===== src/rtl/if_fetch_buffer_if.sv =====
// rtl/if_fetch_buffer_if.sv - ROM read port, redirect and decode handshake bundle for if_fetch_buffer
interface if_fetch_buffer_if #(
    parameter int WORD_SIZE    = 32,
    parameter int ADDRESS_SIZE = 16
);
    logic                    IRAM_ENABLE;
    logic [ADDRESS_SIZE-1:0] IRAM_ADDRESS;
    logic [WORD_SIZE-1:0]    IRAM_DATA;
    logic                    IRAM_DATA_READY;
    logic                    redirect_valid;
    logic [ADDRESS_SIZE-1:0] redirect_pc;
    logic                    instr_valid;
    logic [WORD_SIZE-1:0]    instr;
    logic [ADDRESS_SIZE-1:0] instr_pc;
    logic                    instr_ready;
    logic                    fetch_err;

    modport master (
        output IRAM_ENABLE, IRAM_ADDRESS, instr_valid, instr, instr_pc, fetch_err,
        input  IRAM_DATA, IRAM_DATA_READY, redirect_valid, redirect_pc, instr_ready
    );

    modport slave (
        input  IRAM_ENABLE, IRAM_ADDRESS, instr_valid, instr, instr_pc, fetch_err,
        output IRAM_DATA, IRAM_DATA_READY, redirect_valid, redirect_pc, instr_ready
    );
endinterface


===== src/rtl/if_fetch_buffer.sv =====
// rtl/if_fetch_buffer.sv - PC owner, ROM fetch FSM and show-ahead {pc,instr} FIFO for decode
module if_fetch_buffer #(
    parameter int WORD_SIZE    = 32,
    parameter int ADDRESS_SIZE = 16,
    parameter int DEPTH        = 4,
    parameter int ADDR_STEP    = 4,
    parameter int RESET_PC     = 0,
    parameter int TIMEOUT      = 16
) (
    input  logic clk,
    input  logic rst,
    if_fetch_buffer_if.master bus
);
    localparam int PTR_W = $clog2(DEPTH);
    localparam int TO_W  = $clog2(TIMEOUT + 1);

    localparam logic [1:0] ST_IDLE = 2'd0;
    localparam logic [1:0] ST_REQ  = 2'd1;
    localparam logic [1:0] ST_GAP  = 2'd2;
    localparam logic [1:0] ST_HALT = 2'd3;

    logic [1:0]              r_state;
    logic [ADDRESS_SIZE-1:0] r_pc;
    logic [PTR_W:0]          r_wr_ptr;
    logic [PTR_W:0]          r_rd_ptr;
    logic [TO_W-1:0]         r_to_cnt;
    logic                    r_fetch_err;
    logic [WORD_SIZE-1:0]    r_mem_instr [DEPTH];
    logic [ADDRESS_SIZE-1:0] r_mem_pc    [DEPTH];

    logic [PTR_W:0] w_count;
    logic           w_full;
    logic           w_empty;
    logic           w_push;
    logic           w_pop;
    logic           w_timeout;
    logic           w_flush;

    assign w_count   = r_wr_ptr - r_rd_ptr;
    assign w_full    = (w_count == (PTR_W+1)'(DEPTH));
    assign w_empty   = (r_wr_ptr == r_rd_ptr);
    // A word arriving on the redirect edge belongs to the old stream and is dropped.
    assign w_push    = (r_state == ST_REQ) && bus.IRAM_DATA_READY && !bus.redirect_valid;
    assign w_pop     = !w_empty && bus.instr_ready;
    assign w_timeout = (r_state == ST_REQ) && !bus.IRAM_DATA_READY
                       && (r_to_cnt == TO_W'(TIMEOUT - 1));
    assign w_flush   = bus.redirect_valid && (r_state != ST_HALT);

    always_ff @(posedge clk) begin
        if (rst) begin
            r_state     <= ST_IDLE;
            r_pc        <= ADDRESS_SIZE'(RESET_PC);
            r_wr_ptr    <= '0;
            r_rd_ptr    <= '0;
            r_to_cnt    <= '0;
            r_fetch_err <= 1'b0;
        end else begin
            if (w_push)
                r_wr_ptr <= r_wr_ptr + 1'b1;

            if (w_flush)
                r_rd_ptr <= r_wr_ptr;
            else if (w_pop)
                r_rd_ptr <= r_rd_ptr + 1'b1;

            if (bus.redirect_valid)
                r_pc <= bus.redirect_pc;
            else if (w_push)
                r_pc <= r_pc + ADDRESS_SIZE'(ADDR_STEP);

            case (r_state)
                ST_IDLE: begin
                    if (!w_full)
                        r_state <= ST_REQ;
                end
                ST_REQ: begin
                    if (bus.redirect_valid || bus.IRAM_DATA_READY) begin
                        r_state  <= ST_GAP;
                        r_to_cnt <= '0;
                    end else if (w_timeout) begin
                        r_state     <= ST_HALT;
                        r_fetch_err <= 1'b1;
                        r_to_cnt    <= '0;
                    end else begin
                        r_to_cnt <= r_to_cnt + 1'b1;
                    end
                end
                ST_GAP: begin
                    r_state <= w_full ? ST_IDLE : ST_REQ;
                end
                default: r_state <= ST_HALT;
            endcase
        end
    end

    always_ff @(posedge clk) begin
        if (w_push) begin
            r_mem_instr[r_wr_ptr[PTR_W-1:0]] <= bus.IRAM_DATA;
            r_mem_pc[r_wr_ptr[PTR_W-1:0]]    <= r_pc;
        end
    end

    assign bus.IRAM_ENABLE  = (r_state == ST_REQ);
    assign bus.IRAM_ADDRESS = r_pc;
    assign bus.instr_valid  = !w_empty;
    assign bus.instr        = w_empty ? '0 : r_mem_instr[r_rd_ptr[PTR_W-1:0]];
    assign bus.instr_pc     = w_empty ? '0 : r_mem_pc[r_rd_ptr[PTR_W-1:0]];
    assign bus.fetch_err    = r_fetch_err;

    a_no_push_full: assert property (@(posedge clk) disable iff (rst) w_push |-> !w_full);
    a_addr_stable: assert property (@(posedge clk) disable iff (rst)
        (r_state == ST_REQ && $past(r_state == ST_REQ) && !$past(rst)) |-> (r_pc == $past(r_pc)));
    a_data_known: assert property (@(posedge clk) disable iff (rst)
        w_push |-> !$isunknown(bus.IRAM_DATA));
endmodule


===== src/flat_wrapper.sv =====
// flat-port wrapper written by rule: the top's interface ports become plain ports
module if_fetch_buffer_flat 
#(
    parameter int WORD_SIZE    = 32,
    parameter int ADDRESS_SIZE = 16,
    parameter int DEPTH        = 4,
    parameter int ADDR_STEP    = 4,
    parameter int RESET_PC     = 0,
    parameter int TIMEOUT      = 16
)
  (clk, rst, bus_IRAM_ENABLE, bus_IRAM_ADDRESS, bus_instr_valid, bus_instr, bus_instr_pc, bus_fetch_err, bus_IRAM_DATA, bus_IRAM_DATA_READY, bus_redirect_valid, bus_redirect_pc, bus_instr_ready);
  if_fetch_buffer_if #(.WORD_SIZE(WORD_SIZE), .ADDRESS_SIZE(ADDRESS_SIZE)) bus_i ();
  input  logic clk;
  input  logic rst;
  output wire logic [$bits(bus_i.IRAM_ENABLE)-1:0] bus_IRAM_ENABLE;
  output wire logic [$bits(bus_i.IRAM_ADDRESS)-1:0] bus_IRAM_ADDRESS;
  output wire logic [$bits(bus_i.instr_valid)-1:0] bus_instr_valid;
  output wire logic [$bits(bus_i.instr)-1:0] bus_instr;
  output wire logic [$bits(bus_i.instr_pc)-1:0] bus_instr_pc;
  output wire logic [$bits(bus_i.fetch_err)-1:0] bus_fetch_err;
  input wire logic [$bits(bus_i.IRAM_DATA)-1:0] bus_IRAM_DATA;
  input wire logic [$bits(bus_i.IRAM_DATA_READY)-1:0] bus_IRAM_DATA_READY;
  input wire logic [$bits(bus_i.redirect_valid)-1:0] bus_redirect_valid;
  input wire logic [$bits(bus_i.redirect_pc)-1:0] bus_redirect_pc;
  input wire logic [$bits(bus_i.instr_ready)-1:0] bus_instr_ready;
  assign bus_IRAM_ENABLE = bus_i.IRAM_ENABLE;
  assign bus_IRAM_ADDRESS = bus_i.IRAM_ADDRESS;
  assign bus_instr_valid = bus_i.instr_valid;
  assign bus_instr = bus_i.instr;
  assign bus_instr_pc = bus_i.instr_pc;
  assign bus_fetch_err = bus_i.fetch_err;
  assign bus_i.IRAM_DATA = bus_IRAM_DATA;
  assign bus_i.IRAM_DATA_READY = bus_IRAM_DATA_READY;
  assign bus_i.redirect_valid = bus_redirect_valid;
  assign bus_i.redirect_pc = bus_redirect_pc;
  assign bus_i.instr_ready = bus_instr_ready;
  if_fetch_buffer #(.WORD_SIZE(WORD_SIZE), .ADDRESS_SIZE(ADDRESS_SIZE), .DEPTH(DEPTH), .ADDR_STEP(ADDR_STEP), .RESET_PC(RESET_PC), .TIMEOUT(TIMEOUT)) u_core (.clk(clk), .rst(rst), .bus(bus_i));
endmodule

===== config.mk =====
export PLATFORM = sky130hd
export DESIGN_NAME = if_fetch_buffer_flat
export DESIGN_NICKNAME = d
export VERILOG_FILES = /design/src/rtl/if_fetch_buffer_if.sv /design/src/rtl/if_fetch_buffer.sv /design/src/flat_wrapper.sv
export SDC_FILE = /design/constraint.sdc
export NUM_CORES = 1
export LEC_CHECK = 0
export BUFFER_PORTS_ARGS = -buffer_cell sky130_fd_sc_hd__clkbuf_2
export CAP_MARGIN = 30
export CORE_ASPECT_RATIO = 1.1
export CORE_UTILIZATION = 45
export DETAILED_ROUTE_END_ITERATION = 8
export RECOVER_POWER = 25
export SLEW_MARGIN = 30
export SYNTH_ARGS = -nofsm -noshare
export SYNTH_HDL_FRONTEND = slang
export SYNTH_SLANG_ARGS = --single-unit

===== constraint.sdc =====
create_clock -name clk -period 4.3 [get_ports clk]
set_input_delay 0.645 -clock clk [delete_from_list [all_inputs] [get_ports clk]]
set_output_delay 0.645 -clock clk [all_outputs]
set_load 0.02 [all_outputs]

* After elaboration in Yosys (flattened, before gate mapping)
Memory sizes are Yosys's and may differ from the RTL's. A register that Yosys moved wholly into a read port is not among the register bits. Cells that the tools add are included.
Word-level totals: output and inout bits 67, memory bits (read-only) 0, bits of input ports 53, register bits 30, RAM bits 192, bits in latches 0, memories 2
Cells by class: divide/modulo/power cells 0, reduce and logical (&&, ||, !) cells 15, shift operators 0, $add $sub $neg 5, order comparisons 0, equal/unequal tests 8, bitwise gates (word level) 1, muxes and demuxes 19, multiply operators 0
Memory list:
- u_core.r_mem_instr | depth 4, bits a word 32, read ports 1, clocked after memory_dff 1, write ports 1, line if_fetch_buffer.sv:28 | logic [WORD_SIZE-1:0] r_mem_instr [DEPTH];
- u_core.r_mem_pc | depth 4, bits a word 16, read ports 1, clocked after memory_dff 1, write ports 1, line if_fetch_buffer.sv:29 | logic [ADDRESS_SIZE-1:0] r_mem_pc [DEPTH];
Operator list (number):
- 16-bit two-way mux | 3
- 32-bit two-way mux | 1
- 16-bit by 3-bit adder with 16-bit output (second input constant) | 1
- 2-bit two-way mux | 7
- 5-bit two-way mux | 2
- 3-bit by 1-bit adder with 3-bit output (second input constant) | 2
- 1-bit logical AND | 6
- 3-bit two-way mux | 2
- 2-bit one-hot mux with 3 select lines | 1
- 5-bit by 1-bit adder with 5-bit output (second input constant) | 1
- 5-bit by 4-bit == test with 1-bit output (second input constant) | 1
- 2-bit != test (second input constant) | 2
- 2-bit nonzero test | 2
- 3-bit == test | 1
- 3-bit == test (second input constant) | 1
- 1-bit logical NOT | 3
- 1-bit two-way mux | 3
- 3-bit by 1-bit != test with 1-bit output (second input constant) | 1
- 3-bit AND reduction | 1
- 3-bit subtractor | 1
- 2-bit by 1-bit == test with 1-bit output (second input constant) | 1
- 2-bit == test (second input constant) | 1
- 2-bit logical NOT | 1
- 2-bit AND reduction | 1
- other kinds (2) | 2

* Longest topological paths before layout
Gate-level depths: netlist (run 1).
word-level depth 7, depth in mapped cells 7, mapped depth without buffers 6

* Least setup slack after synthesis (run 1)
OpenSTA, ideal clock, no wires.
path type input to register, start input bus_redirect_valid, end memory u_core.r_mem_instr[3][0] (enable), cell stages on the path 3, arrival 2393 ps, path slack 1495 ps, library setup time 412 ps, required time 3888 ps, cells stage by stage clkbuf_1 -> and4bb_2 -> and2_1
Between the ends: cells in the longest elaborated chain, start to end 4
Ends and longest elaborated chain:
- from (decl) | line flat_wrapper.sv:23 | input wire logic [$bits(bus_i.redirect_valid)-1:0] bus_redirect_valid;
- 1-bit logical NOT | line if_fetch_buffer.sv:43 | assign w_push = (r_state == ST_REQ) && bus.IRAM_DATA_READY && !bus.redirect_valid;
- 1-bit logical AND | line if_fetch_buffer.sv:43
- 1-bit two-way mux | line if_fetch_buffer.sv:97 | if (w_push) begin
- 1-bit two-way mux (implied by the code) | line if_fetch_buffer.sv:98 | r_mem_instr[r_wr_ptr[PTR_W-1:0]] <= bus.IRAM_DATA;
- to (decl) | line if_fetch_buffer.sv:28
Every way passes these cells.

* Worst setup path in the final report (run 1)
start register u_core.r_wr_ptr[0], end output bus_instr[3]
Between the ends: cells in the longest elaborated chain, start to end 2
Ends and longest elaborated chain:
- from (decl) | line if_fetch_buffer.sv:24 | logic [PTR_W:0] r_wr_ptr;
- from (signal assigned) | line if_fetch_buffer.sv:59 | r_wr_ptr <= r_wr_ptr + 1'b1;
- 3-bit == test | line if_fetch_buffer.sv:41 | assign w_empty = (r_wr_ptr == r_rd_ptr);
- 32-bit two-way mux | line if_fetch_buffer.sv:106 | assign bus.instr = w_empty ? '0 : r_mem_instr[r_rd_ptr[PTR_W-1:0]];
- to (decl) | line flat_wrapper.sv:18 | output wire logic [$bits(bus_i.instr)-1:0] bus_instr;
Every way passes these cells.

==> impl_metrics.yaml, run 1 <==
status:
  outcome: "complete, no violations"
clock_network:
  cts_buffers: 22
  htree_levels: 1
  clkTransAtPathRegs_ps: 60
  hold_buffers: 0
  cts.sinks: 224
  cts.root.buffer_cell: "clkbuf_16"
  cts_resized: 0
  tritoncts: "yes"
  cts_setup_buffers: 0
  cts_buffer_depth: 3
  clk_latency_ps: 490
power:
  power.density_nw_per_um2: 446
  p_leak_nw: 3.67
  totalPowerFinal_mw: 4.70
  ir_drop_mv: 0.311
global_route:
  grt_start_max_net_pins: 36
  grt_pass1_wl_mm: 26.3
  grt_util_met1_pct: 22.0
  met3_usage_pct: 2.71
  busiest_layer: "met2"
  grt_pass1_vias: 4954
  grt_use_met2_pct: 29.7
  grtUsageTotal_pct: 17.0
  overflow: 0
  antenna_found_initial: 0
timing:
  tightest_slew_ps: 738
  slew_viol_final: 0
  hold_viol_final: 0
  slew_headroom_pct: 50.8
  whs_ps: 387
  finClkSkew_ps: 14.1
  period_needed_ps: 3240
  fmax_mhz: 309
  tns_ps: 0
  min_period_over_period_pct: 75.2
  setup_violations: 0
  rsz0062_at_grt: "false"
synth:
  syn_avg_cell_area_um2: 17.8
  ys_async_sr_fraction_pct: 0
  synth_edf_count: 192
  synth_top_family_by_area: "multiplexers"
  syn-num-nets: 565
  synth_area_um2: 8960
  synthFlopType: "edfxtp_1"
  synthXorXnorAreaFrac_pct: 1.76
  synth_compound_area_share_pct: 2.36
  yosys.area_share.simple_pct: 8.14
  ys_seq_area_share_pct: 71.5
  yosysWarnings: 0
  muxShareOfSynthArea_pct: 13.0
  netlist_instances: 503
  synth_seq_cells: 224
  synthDistinctLibCells: 35
  synth_adder_area_share_pct: 1.26
worst_setup_path:
  crit_chain: "inv_1 -> ha_1 -> nand2_1 -> nor2_4 -> buf_4 -> nor2b_1 -> clkbuf_2"
  path_class: "reg2out"
  reg2reg_from: "u_core.r_state[0]"
  cp-startpoint: "u_core.r_wr_ptr[0]"
  worstPathArrival_ps: 2590
  start_kind: "register"
  cpPeakStageDelay_ps: 500
  path_max_fanout: 17
  end_kind: "output pin"
  cp.required_ps: 3650
  cpMaxStageDelayCell: "nor2_4"
final_layout:
  syn_to_final_growth_pct: 17.5
  postLayoutCellArea_um2: 10500
  antenna-diode-count: 0
  nets: 693
  drive_gt1_share_pct: 29.5
  fin_cells: 892
min_path:
  worstHoldStart: "bus_redirect_pc[3]"
  min_path_type: "in2reg"
floorplan:
  core_area_um2: 19300
  fp.dieH_um: 150
  die_area_um2: 20500
  initial_core_util_pct: 46.5
  dieWidth_um: 137
  row_count: 53
  ios: 120
route:
  drc_errors: 0
  num_vias: 4689
  vias_per_cell: 5.26
  drt-total-wl_mm: 16.8
  drt-wirelength-per-cell_um: 18.8
  ant_nets: 0
  firstDrtPassIters: 4
  drtIter0Drc: 228
job:
  cap_violations: 0
place:
  dp_cells: 854
  placed_area_um2: 9910
  portBuffers: 119
  dp_hpwl_mm: 10.6
  gp_congestion: 0.742
-- Yosys cell counts (all sizes together) (2+ instances only) --
library cell / n / area share, %
a21oi: 16 / 0.89
nand3b: 2 / 0.17
buf: 13 / 0.85
mux2i: 7 / 0.78
xnor2: 7 / 0.68
ha: 9 / 1.3
nand2: 8 / 0.33
nand3: 7 / 0.39
edfxtp: 192 / 64
a211oi: 2 / 0.17
mux4: 48 / 12
xor2: 11 / 1.1
inv: 18 / 0.75
nand4b: 2 / 0.43
o21a: 11 / 0.92
nor2: 23 / 0.96
o21ai: 4 / 0.22
nor4: 5 / 0.80
nor3: 8 / 0.45
nor2b: 49 / 3.4
dfxtp: 32 / 7.1
clkbuf: 11 / 0.46
nand4: 4 / 0.28
nor3b: 2 / 0.17
and2: 6 / 0.42
-- registers in the layout, summed over array words and instances, names as in the netlist, named ones only --
| name | cells |
|---|---|
| u_core.r_mem_instr | 128 |
| u_core.r_mem_pc | 64 |
| u_core.bus.IRAM_ADDRESS | 16 |
| u_core.r_to_cnt | 5 |
| u_core.r_rd_ptr | 3 |
| u_core.r_wr_ptr | 3 |
| u_core.r_state | 2 |
| u_core.bus.fetch_err | 1 |
-- per-stage QoR --
step                setup WS, ps  util [%]
floorplan                   1500         -
global placement            1430      51.2
detailed placement          1400      51.4
CTS                         1010      54.8
global route                 902      54.6
finish                      1060      54.6
-- logic make-up after synthesis --
group / after synthesis
flip-flops: 224
AND/OR/NAND/NOR: 119
multiplexers: 56
buffers and inverters: 42
AO/OA/AOI/OAI: 35
XOR/XNOR: 18
adder cells (fa/ha/maj): 9
-- placed cells by master, fill, tap and decap left out, types with 16 or more instances in the layout --
cell / Yosys / routed
edfxtp_1: 192 / 192
a21oi_1: 16 / 16
clkbuf_1: 11 / 36
nor2_1: 23 / 22
nor2b_1: 49 / 49
clkbuf_16: 0 / 23
clkbuf_2: 0 / 88
mux4_2: 48 / 48
inv_1: 18 / 18
dfxtp_1: 32 / 30
-- area by class of cell --
cell class	count	area [um2]
Sequential cell	224	6410
Multi-Input combinational cell	237	2390
Timing Repair Buffer	128	699
Clock buffer	28	594
Inverter	18	67.6
Fill cell	1557	8760
Tap cell	247	309
Clock inverter	10	70.1
-- final timing paths --
kind | slack [ps] | depth (start not counted) | to
min reg2reg | 470 | 1 | u_core.r_to_cnt[4]
max | 1060 | 7 | bus_instr[3]
max reg2reg | 2160 | 3 | u_core.r_mem_pc[3][9]
min | 390 | 3 | u_core.bus.IRAM_ADDRESS[3]
-- power by group --
part	internal, mW	switching [mW]
sequential	2.40	0.0494
clock	1.03	0.744
combinational	0.201	0.282
total	3.63	1.08
-- metal layers --
| metal | wire length, um | share of wire (%) | vias up |
|---|---|---|---|
| met5 | 0 | 0 | - |
| li1 | - | - | 2192 |
| met2 | 8570 | 51 | 112 |
| met3 | 782 | 4.7 | 19 |
| met1 | 7220 | 43 | 2366 |
| met4 | 239 | 1.4 | 0 |
-- critical path: cells and delay by family (launching register included) --
| kind | cells | cell delay (ps) |
|---|---|---|
| adder cells (fa/ha/maj) | 1 | 290 |
| buffers and inverters | 3 | 640 |
| flip-flops | 1 | 430 |
| AND/OR/NAND/NOR | 3 | 720 |
Power figures use the tool's default switching activity.
==> run 2, diff against run 1 <==
PLACE_DENSITY = 0.67   (was unset)
clock period = 2.68 ns   (was 4.3 ns; I/O delays follow)
==> run 2 against run 1 <==
- final area up 1.1%
- total power up 66%
- register-to-register slack worse by 1300 ps
- first-iteration DRC count down 7.5%
- core utilization up 0.61 points
- clock power up 76%
- setup slack worse by 930 ps
- via count up 0.81%
- global-route usage down 0.26 points
- critical path depth down 3
- flip-flop and latch count unchanged
- critical endpoint is now bus_instr_pc[11]
- largest cell class unchanged
==> impl_metrics.yaml, run 2 (synthesis gave the netlist of run 1 again) <==
status:
  outcome: "complete, no violations"
clock_network:
  cts_buffer_depth: 3
  htree_levels: 1
  cts_buffers: 24
  clk_latency_ps: 510
  cts.root.buffer_cell: "clkbuf_16"
  cts.sinks: 224
  tritoncts: "yes"
  clkTransAtPathRegs_ps: 60
  cts_setup_buffers: 0
final_layout:
  largest_register_ffs: 128
  drive_gt1_share_pct: 30.9
  antenna-diode-count: 0
  fin_cells: 901
  syn_to_final_growth_pct: 18.9
  layout_commonest_cell: "edfxtp_1"
  nets: 698
  multi_input_area_um2: 2390
  final_cell_mix: "edfxtp_1, clkbuf_2, nor2b_1"
  seq_area_um2: 6410
  n_fill_cell: 1508
timing:
  min_period_over_period_pct: 95.0
  period_needed_ps: 2550
  rsz0062_at_grt: "false"
  finClkSkew_ps: 22.3
  setup_violations: 0
  slew_headroom_pct: 57.1
  fin_ws_ps: 135
  tns_ps: 0
  fmax_mhz: 393
  hold_viol_final: 0
  slew_viol_final: 0
  tightest_slew_ps: 644
worst_setup_path:
  cpMaxStageDelayCell: "mux4_2"
  start_kind: "register"
  path_max_fanout: 20
  cp.required_ps: 2280
  crit_chain: "buf_4 -> mux4_2 -> nor2b_1 -> clkbuf_2"
  path_class: "reg2out"
  cpPeakStageDelay_ps: 570
  end_kind: "output pin"
  critPathBufInv: 2
  worstPathArrival_ps: 2140
  crit_family: "multiplexers"
floorplan:
  row_count: 53
  core_area_um2: 19300
  dieWidth_um: 137
  initial_core_util_pct: 46.5
  ios: 120
  die_area_um2: 20500
  fp.dieH_um: 150
global_route:
  grt_start_max_net_pins: 50
  overflow: 0
  grt_pass1_wl_mm: 26.0
  antenna_found_initial: 0
  grt_pass1_vias: 4984
  grtUsageTotal_pct: 16.7
job:
  cap_violations: 0
power:
  power.switching_mw: 1.81
  switching_share_pct: 23.1
  p_seq_share_pct: 50.0
  combPwrFrac_pct: 10.1
  p_leak_nw: 3.74
  power.density_nw_per_um2: 735
  power.internal_mw: 6.02
  ir_drop_mv: 0.581
  clkPwrFrac_pct: 40.0
route:
  vias_per_cell: 5.25
  drc_errors: 0
  drtIter0Drc: 211
  drt-total-wl_mm: 16.7
  ant_nets: 0
  num_vias: 4727
  drt-wirelength-per-cell_um: 18.5
  firstDrtPassIters: 4
place:
  dp_cells: 857
  pre_cts_slack_ps: 565
  portBuffers: 119
  dp_hpwl_mm: 10.3
  gp_congestion: 0.710
min_path:
  min_path_type: "in2reg"
run 2: power by group through the flow:
| stage | registers [mW] | logic [mW] | clock network [mW] |
|---|---|---|---|
| global route | 3.92 | 0.862 | 3.33 |
| finish | 3.91 | 0.789 | 3.13 |
| floorplan | 3.98 | 0.520 | 0 |
| global placement | 3.98 | 0.802 | 0 |
| detailed placement | 3.99 | 0.812 | 0 |
| CTS | 3.91 | 0.814 | 3.19 |
run 2: metrics by stage:
step	utilization (%)	power, mW	cell area, um2	hold slack (ps)
2_1_floorplan	-	4.50	8960	452
3_3_place_gp	51.4	4.78	9920	461
3_5_place_dp	51.4	4.80	9920	465
4_1_cts	55.4	7.92	10700	99.9
5_1_grt	55.2	8.11	10700	140
6_report	55.2	7.83	10700	142
run 2: area by class of cell:
type / count / share of cell area [%]
flip-flops and latches: 224 / 60.2
multi-input cells: 237 / 22.4
repair buffers: 131 / 6.67
clock buffers: 27 / 5.74
well taps: 247 / 2.90
clock inverters: 17 / 1.48
inverters: 18 / 0.634
run 2: path summary, 6_finish.rpt:
| path | slack, ps | cells past startpoint | endpoint | start |
|---|---|---|---|---|
| min | 140 | 1 | u_core.r_mem_instr[2][25] | bus_IRAM_DATA[25] |
| min reg2reg | 470 | 2 | u_core.bus.fetch_err | u_core.bus.fetch_err |
| max reg2reg | 870 | 6 | u_core.r_rd_ptr[1] | u_core.r_wr_ptr[0] |
| max | 130 | 4 | bus_instr_pc[11] | register |
run 2: timing repair:
action,4_1_cts,5_1_grt
hold buffers,0,0
gates resized for setup,0,1
setup endpoints to repair,0,30
run 2: layer usage:
layer  GRT usage [%]  up-vias  share of wire, %
li1                -     2207                 -
met1            21.8     2386                44
met2            29.1      115                50
met3            2.81       19               4.5
met4            4.06        0               1.3
met5               0        -                 0
run 2: worst register-to-register path, cell delays in order (launching register included):
cell and delay, ps:
dfxtp_2 380, inv_1 90, ha_1 270, nand2_1 140
o21ai_0 360, mux2i_1 130, a211oi_1 320
